`src/rtl/microwave_timer.sv`:
```
// microwave_timer
// ---------------
// MM:SS countdown timer for a microwave oven. Digits are entered from a keypad
// (shifted in from the right), counted down once per second while running, and
// presented as four registered BCD digits, one per downstream 7-segment driver.
//
// Parameters:
//   TICKS_PER_SEC  clk cycles per countdown second
//   CNT_W          prescaler width, 2**CNT_W must exceed TICKS_PER_SEC
//
// Ports:
//   clk          system clock, rising edge
//   rst_n        asynchronous active-low reset
//   key_valid    one-cycle strobe, key_digit carries a new keypad entry
//   key_digit    BCD keypad digit, 10..15 ignored
//   start        one-cycle start / resume command
//   stop         one-cycle pause / cancel command
//   clear        one-cycle clear of the entered time
//   door_closed  level, 1 = door closed
//   min_tens     BCD minutes tens digit
//   min_ones     BCD minutes ones digit
//   sec_tens     BCD seconds tens digit
//   sec_ones     BCD seconds ones digit
//   mag_on       magnetron enable, high only while running
//   done         one-cycle pulse when the count reaches 00:00

`timescale 1ns/1ps

module microwave_timer #(
  parameter int unsigned TICKS_PER_SEC = 50_000_000,
  parameter int unsigned CNT_W         = 26
) (
  input  logic       clk,
  input  logic       rst_n,
  input  logic       key_valid,
  input  logic [3:0] key_digit,
  input  logic       start,
  input  logic       stop,
  input  logic       clear,
  input  logic       door_closed,
  output logic [3:0] min_tens,
  output logic [3:0] min_ones,
  output logic [3:0] sec_tens,
  output logic [3:0] sec_ones,
  output logic       mag_on,
  output logic       done
);

  typedef enum logic [1:0] {
    StIdle,
    StRunning,
    StPaused,
    StDone
  } state_e;

  localparam logic [CNT_W-1:0] PrescLast = CNT_W'(TICKS_PER_SEC - 1);

  state_e           state;
  logic [CNT_W-1:0] presc;

  // Decremented digits (one second less than the current display).
  logic [3:0] dec_min_tens;
  logic [3:0] dec_min_ones;
  logic [3:0] dec_sec_tens;
  logic [3:0] dec_sec_ones;
  logic       dec_zero;
  logic       digits_zero;
  logic       tick;
  logic       key_ok;
  logic       can_start;
  logic       any_cmd;

  // BCD borrow chain. Seconds entered above 59 simply count down through the
  // tens digit; the borrow only reloads sec_tens with 5 when it is already 0.
  always_comb begin
    dec_min_tens = min_tens;
    dec_min_ones = min_ones;
    dec_sec_tens = sec_tens;
    dec_sec_ones = sec_ones;
    if (sec_ones != 4'd0) begin
      dec_sec_ones = sec_ones - 4'd1;
    end else begin
      dec_sec_ones = 4'd9;
      if (sec_tens != 4'd0) begin
        dec_sec_tens = sec_tens - 4'd1;
      end else begin
        dec_sec_tens = 4'd5;
        if (min_ones != 4'd0) begin
          dec_min_ones = min_ones - 4'd1;
        end else begin
          dec_min_ones = 4'd9;
          dec_min_tens = min_tens - 4'd1;
        end
      end
    end
  end

  always_comb begin
    dec_zero    = (dec_min_tens == 4'd0) && (dec_min_ones == 4'd0) &&
                  (dec_sec_tens == 4'd0) && (dec_sec_ones == 4'd0);
    digits_zero = (min_tens == 4'd0) && (min_ones == 4'd0) &&
                  (sec_tens == 4'd0) && (sec_ones == 4'd0);
    tick        = (presc == PrescLast);
    key_ok      = key_valid && (key_digit <= 4'd9);
    // stop always wins over start.
    can_start   = start && !stop && door_closed;
    any_cmd     = key_valid || start || stop || clear;
  end

  // Single state machine; every output is a register written here.
  always_ff @(posedge clk or negedge rst_n) begin
    if (!rst_n) begin
      state    <= StIdle;
      presc    <= '0;
      min_tens <= 4'd0;
      min_ones <= 4'd0;
      sec_tens <= 4'd0;
      sec_ones <= 4'd0;
      mag_on   <= 1'b0;
      done     <= 1'b0;
    end else begin
      done <= 1'b0;
      case (state)
        StIdle: begin
          if (can_start && !digits_zero) begin
            state  <= StRunning;
            presc  <= '0;
            mag_on <= 1'b1;
          end else if (clear) begin
            min_tens <= 4'd0;
            min_ones <= 4'd0;
            sec_tens <= 4'd0;
            sec_ones <= 4'd0;
          end else if (key_ok) begin
            min_tens <= min_ones;
            min_ones <= sec_tens;
            sec_tens <= sec_ones;
            sec_ones <= key_digit;
          end
        end

        StRunning: begin
          if (stop || !door_closed) begin
            // Pausing swallows a tick landing in this cycle; presc is held.
            state  <= StPaused;
            mag_on <= 1'b0;
          end else if (tick) begin
            presc    <= '0;
            min_tens <= dec_min_tens;
            min_ones <= dec_min_ones;
            sec_tens <= dec_sec_tens;
            sec_ones <= dec_sec_ones;
            if (dec_zero) begin
              state  <= StDone;
              mag_on <= 1'b0;
              done   <= 1'b1;
            end
          end else begin
            presc <= presc + CNT_W'(1);
          end
        end

        StPaused: begin
          if (stop) begin
            state    <= StIdle;
            min_tens <= 4'd0;
            min_ones <= 4'd0;
            sec_tens <= 4'd0;
            sec_ones <= 4'd0;
          end else if (start && door_closed) begin
            // Resume from the held prescaler phase.
            state  <= StRunning;
            mag_on <= 1'b1;
          end
        end

        StDone: begin
          // The command that leaves DONE is consumed, not acted on.
          if (any_cmd) begin
            state    <= StIdle;
            min_tens <= 4'd0;
            min_ones <= 4'd0;
            sec_tens <= 4'd0;
            sec_ones <= 4'd0;
          end
        end

        default: begin
          state  <= StIdle;
          mag_on <= 1'b0;
        end
      endcase
    end
  end

endmodule
```
`config.mk`:
```
export PLATFORM = sky130hd
export DESIGN_NAME = microwave_timer
export DESIGN_NICKNAME = d
export VERILOG_FILES = /design/src/rtl/microwave_timer.sv
export SDC_FILE = /design/constraint.sdc
export NUM_CORES = 1
export LEC_CHECK = 0
export CAP_MARGIN = 10
export CORE_MARGIN = 5
export CORE_UTILIZATION = 30
export DETAILED_ROUTE_END_ITERATION = 10
export GPL_ROUTABILITY_DRIVEN = 1
export PLACE_DENSITY_LB_ADDON = 0.2
export SETUP_SLACK_MARGIN = 0.02
export SYNTH_ARGS = -nofsm -noshare
export SYNTH_HDL_FRONTEND = slang
export SYNTH_SLANG_ARGS = --single-unit
```
`constraint.sdc`:
```
create_clock -name clk -period 2.8 [get_ports clk]
set_input_delay 0.84 -clock clk [delete_from_list [all_inputs] [get_ports clk]]
set_output_delay 0.84 -clock clk [all_outputs]
set_load 0.05 [all_outputs]
```
# --- Word level (Yosys, flattened, before mapping) ---
# Cells that the tools add are included.
totals:
  reg_bits: 46
  out_inout_bits: 18
  wordCells: 124
classes:
  n_addsub: 5
  n_lt_le_gt_ge: 1
  eq_ne: 16
  muxes: 58
  reduce_logical: 36
op_table:
  columns: ["cell", "count"]
  rows:
  - ["$mux 4", 31]
  - ["$mux 26", 3]
  - ["$pmux 4 s4", 4]
  - ["$pmux 26 s2", 1]
  - ["$logic_not 4->1", 8]
  - ["$add 26x1->26 const B", 1]
  - ["$eq 26x26->1 const B", 1]
  - ["$ne 2x2->1 const B", 8]
  - ["$sub 4x1->4 const B", 4]
  - ["$mux 2", 7]
  - ["$ne 3x3->1 const B", 4]
  - ["$reduce_and 6->1", 2]
  - ["$reduce_bool 4->1", 3]
  - ["$logic_and 1x1->1", 11]
  - ["$mux 1", 10]
  - ["$pmux 2 s4", 1]
  - ["$reduce_and 5->1", 1]
  - ["$eq 2x2->1 const B", 2]
  - ["$le 4x4->1 const B", 1]
  - ["$logic_or 1x1->1", 4]
  - ["$logic_not 1->1", 3]
  - ["$pmux 1 s3", 1]
  - ["$reduce_and 3->1", 1]
  - ["$reduce_bool 3->1", 1]
  - ["3 further kinds", 3]

# --- Longest topological paths before layout ---
depth:
  ltp_word: 12
  ltp_mapped: 8
  ltp_nobuf: 7

# --- Worst setup path before layout ---
# Ideal clock, no wire load.
synth_timing:
  kind: "register to register"
  startpoint: "register sec_ones[0]"
  endpoint: "register presc[7]"
  setup_time_ns: 0.121
  arrival_ns: 2.433
  required_time_ns: 2.679
  setup_slack_ns: 0.246
  path_stages_with_launch: 9
  n_path_buf: 1
  synth_period_minus_slack_ns: 2.554
  path_cell_list: "dfrtp_1 -> inv_1 -> ha_1 -> nor4b_2 -> nand4_1 -> a21oi_1 -> buf_2 -> nor2_1 -> a22o_1"
synth_via:
  elab_chain_cells: 6
synth_rtl:
  columns: ["element", "line_no", "rtl"]
  rows:
  - ["from (decl)", "44", "output logic [3:0] sec_ones,"]
  - ["from (signal assigned)", "138", "sec_ones <= key_digit;"]
  - ["from (signal assigned)", "152", "sec_ones <= dec_sec_ones;"]
  - ["$logic_not 4->1", "102", "(sec_tens == 4'd0) && (sec_ones == 4'd0);"]
  - ["$logic_and 1x1->1", "102", null]
  - ["$logic_not 1->1", "125", "if (can_start && !digits_zero) begin"]
  - ["$logic_and 1x1->1", "125", null]
  - ["$ne 2x2->1 (no line)", null, null]
  - ["$reduce_and 3->1 (no line)", null, null]
  - ["to (signal assigned)", "159", "presc <= presc + CNT_W'(1);"]
  - ["to (decl)", "59", "logic [CNT_W-1:0] presc;"]
# No other way between the ends.
# A chain may end at the register's enable or synchronous reset.

# --- Worst setup path after layout ---
layout_timing:
  startpoint: "input port door_closed"
  endpoint: "register presc[15]"
layout_via:
  elab_chain_cells: 4
  elab_cells_between_ends: 7
  classes_between: "eq/ne: 2; reduce/logical: 5"
layout_rtl:
  columns: ["element", "line_no", "rtl"]
  rows:
  - ["from (decl)", "40", "input logic door_closed,"]
  - ["$logic_not 1->1 or $logic_and 1x1->1 (tied branches)", "143, 106", null]
  - ["$logic_or 1x1->1 or $logic_and 1x1->1 (tied branches)", "143, 125", null]
  - ["$ne 2x2->1 (no line)", null, null]
  - ["$reduce_and 3->1 (no line) (*)", null, null]
# Mark *: on every way between the ends. The rest lies on a longest branch, timed or not.

==> results.yml <==
detailed_routing:
  antenna_left: 0
  wirelength_um: 9500
  wl_per_cell_um: 16.9
  vias_per_cell: 5.66
  dr.pass1.iters: 4
  drc: 0
  via_count: 3182
  drt_iter0_drc: 293
setup_path:
  worstPathArrival_ns: 2.87
  endpoint_kind: "flip-flop"
  r2r-end: "mag_on"
  r2r_slack_ns: 0.31
  crit_end: "presc[15]"
  cp-startpoint: "door_closed"
  r2r_start: "sec_ones[1]"
  crit_type: "primary input to flip-flop"
  cp-start-kind: "primary input"
  critPathMaxFanout: 19
  r2r_cells: 8
  cp.required_ns: 3.02
run:
  drv_cap: 0
timing:
  fmax_ghz: 0.378
  skew_ns: 0.00837
  grt_setup_unrepaired: "true"
  slew_viol_final: 0
  whs_ns: 0.548
  tightest_slew_ns: 0.664
  relSlewSlack_pct: 55.8
  setup_tns_ns: 0
  period_needed_ns: 2.65
  hold_viol: 0
  fin_crit_sh_pct: 94.5
  setup_ws_ns: 0.153
  setup_viol: 0
final_layout:
  area_growth_pct: 22.6
  drive_gt1_share_pct: 14.3
  antennaDiodeCount: 0
  fill_cells: 1083
  num-nets-final: 442
synthesis:
  synth.largest_area_cell: "dfrtp_1"
  synthDistinctLibCells: 63
  synth_edf_count: 0
  synth_ff_type: "dfrtp_1"
  synth_top_area_share_pct: 35.9
  synth_area_leaders: "dfrtp_1 (36%), a21oi_1 (4.4%), nand2_1 (3.6%), nor2_1 (3.3%), o21ai_0 (3.3%)"
  netlist_area_um2: 3210
  ys.warnings.count: 0
  seq_area_frac_synth_pct: 35.9
  ys_ff_latch: 46
  synth-async-reset-ratio_pct: 100
  avgSynthCellArea_um2: 8.53
  syn_inst: 376
  synth_nets: 393
clock_network:
  cts_tree: "yes"
  numCtsBuffers: 5
  clock_latency_ns: 0.30
  cts_htree_levels: 2
  cts.sinks: 46
  max-clock-path-buffers: 2
  ctsRootBufferMaster: "clkbuf_8"
  path_clk_slew_ns: 0.09
floorplan:
  start_util_pct: 30.9
  die_w_um: 113
  dieArea_um2: 12900
  core-area_um2: 10400
  die_height_um: 113
  core.rowCount: 37
  ios: 29
worst_hold_path:
  hp-class: "flip-flop to flip-flop"
  hold_start: "presc[6]"
placed_design:
  detailedPlace.worstSlack_ns: -0.185
  routabilityCongestion: 0.912
  dp_hpwl_um: 6960
  port_buffers: 28
global_route:
  grt_pass1_wl_um: 15700
  grt_pass1_vias: 3060
  antenna_found_initial: 0
  grt_overflow: 0
  grtUsageTotal_pct: 14.9
  grt_max_degree: 30
power_and_ir_drop:
  p_leak_nw: 1.55
  p_per_area_nw_per_um2: 917
  peakVddDrop_uv: 412
status:
  outcome: "finished clean"
-- layer usage --
metal / global-route usage [%] / wire length (um) / up-vias
met5: 0 / 0 / -
met4: 2.96 / 74 / 0
met3: 2.18 / 442 / 8
met2: 25.4 / 4710 / 78
met1: 20.1 / 4280 / 1557
li1: - / - / 1539
-- per-stage QoR --
step	utilization (%)	total power, mW	instance area (um2)	cells
floorplan	-	2.39	3210	376
global placement	37.0	3.16	3830	554
detailed placement	37.0	3.17	3830	554
CTS	37.8	3.61	3920	562
global route	37.9	3.85	3930	562
finish	37.9	3.60	3930	562
-- Yosys cell counts (2+ instances only) --
cell type and number:
dfrtp_1 46, a31o_2 2, nand4_1 10, a31oi_1 2, buf_6 3, o22ai_1 8, o32a_1 2, nor4_4 2
o2bb2ai_1 2, and2_1 4, nor2_1 28, o211ai_1 5, inv_1 18, clkbuf_1 13, nor4b_1 3, o31ai_1 7
a22oi_1 4, nand2_1 31, a2111oi_0 3, a21o_1 2, a211o_1 2, mux2i_1 7, a22o_1 6, nor3_1 13
o21ai_0 21, or4_1 8, nor4_1 9, and4_1 5, mux2_2 3, nand2b_1 6, nor2b_1 4, buf_2 4
ha_1 6, a32oi_1 2, nand3_1 17, a21oi_1 28, o2111ai_1 2, nor3b_1 2, a211oi_1 8, and3_1 5
-- flip-flops by register name, summed over array words and instances, names as in the netlist --
name and flops:
state 2, mag_on 1, sec_ones 4, presc 26, done 1, sec_tens 4
min_tens 4, min_ones 4
-- area by class of cell --
cell class,count,area (um2),share of cell area [%]
clock buffers,7,86.3,2.20
clock inverters,1,5.00,0.127
inverters,18,67.6,1.72
multi-input cells,291,1900,48.3
flip-flops and latches,46,1150,29.3
well taps,136,170,4.33
repair buffers,63,551,14.0
-- how the worst min path moves through the flow --
stage | endpoint | slack (ns) | cells after the start
after CTS | presc[6] | 0.56 | 1
after global routing | presc[6] | 0.58 | 1
after floorplan | presc[6] | 0.50 | 1
final | presc[6] | 0.55 | 1
after global placement | presc[6] | 0.52 | 1
after detailed placement | presc[6] | 0.54 | 1
-- worst max-delay path, stage by stage --
cell and delay, ns:
clkdlybuf4s50_1 0.54, nor4bb_2 0.31, buf_4 0.16, nor2b_1 0.19
a21oi_1 0.13, buf_12 0.17, or4_1 0.45, o21ai_0 0.09
-- logic make-up (layout without fill, tap and decap cells) --
logic type | after synthesis | in the layout | synth area share [%]
AO/OA/AOI/OAI | 117 | 117 | 24.7
XOR/XNOR | 1 | 1 | 0.273
adder cells (fa/ha/maj) | 6 | 6 | 2.34
buffers and inverters | 39 | 89 | 5.42
flip-flops | 46 | 46 | 35.9
multiplexers | 10 | 10 | 3.24
AND/OR/NAND/NOR | 157 | 157 | 28.1
-- cell usage in the layout (no fill, tap or decap), drive strengths merged, types with 8 or more instances in the layout --
| cell type | netlist | layout |
|---|---|---|
| nor3 | 13 | 13 |
| or4 | 9 | 9 |
| a211oi | 8 | 8 |
| dfrtp | 46 | 46 |
| nor2 | 29 | 29 |
| clkdlybuf4s50 | 0 | 27 |
| nand3 | 17 | 17 |
| o21ai | 22 | 22 |
| buf | 8 | 36 |
| o22ai | 8 | 8 |
| inv | 18 | 18 |
| nand2 | 32 | 32 |
| nor4 | 12 | 12 |
| nand4 | 10 | 10 |
| a21oi | 28 | 28 |
-- power breakdown --
| part | internal [mW] | switching, mW | total, mW |
|---|---|---|---|
| sequential | 0.798 | 0.241 | 1.04 |
| combinational | 0.825 | 1.30 | 2.12 |
| clock | 0.200 | 0.243 | 0.443 |
-- repair_timing --
item | 4_1_cts | 5_1_grt
setup endpoints to repair | 0 | 8
setup buffers | 0 | 0
hold buffers | 0 | 0
resized for setup | 0 | 1
(Power assumes the default switching activity.)
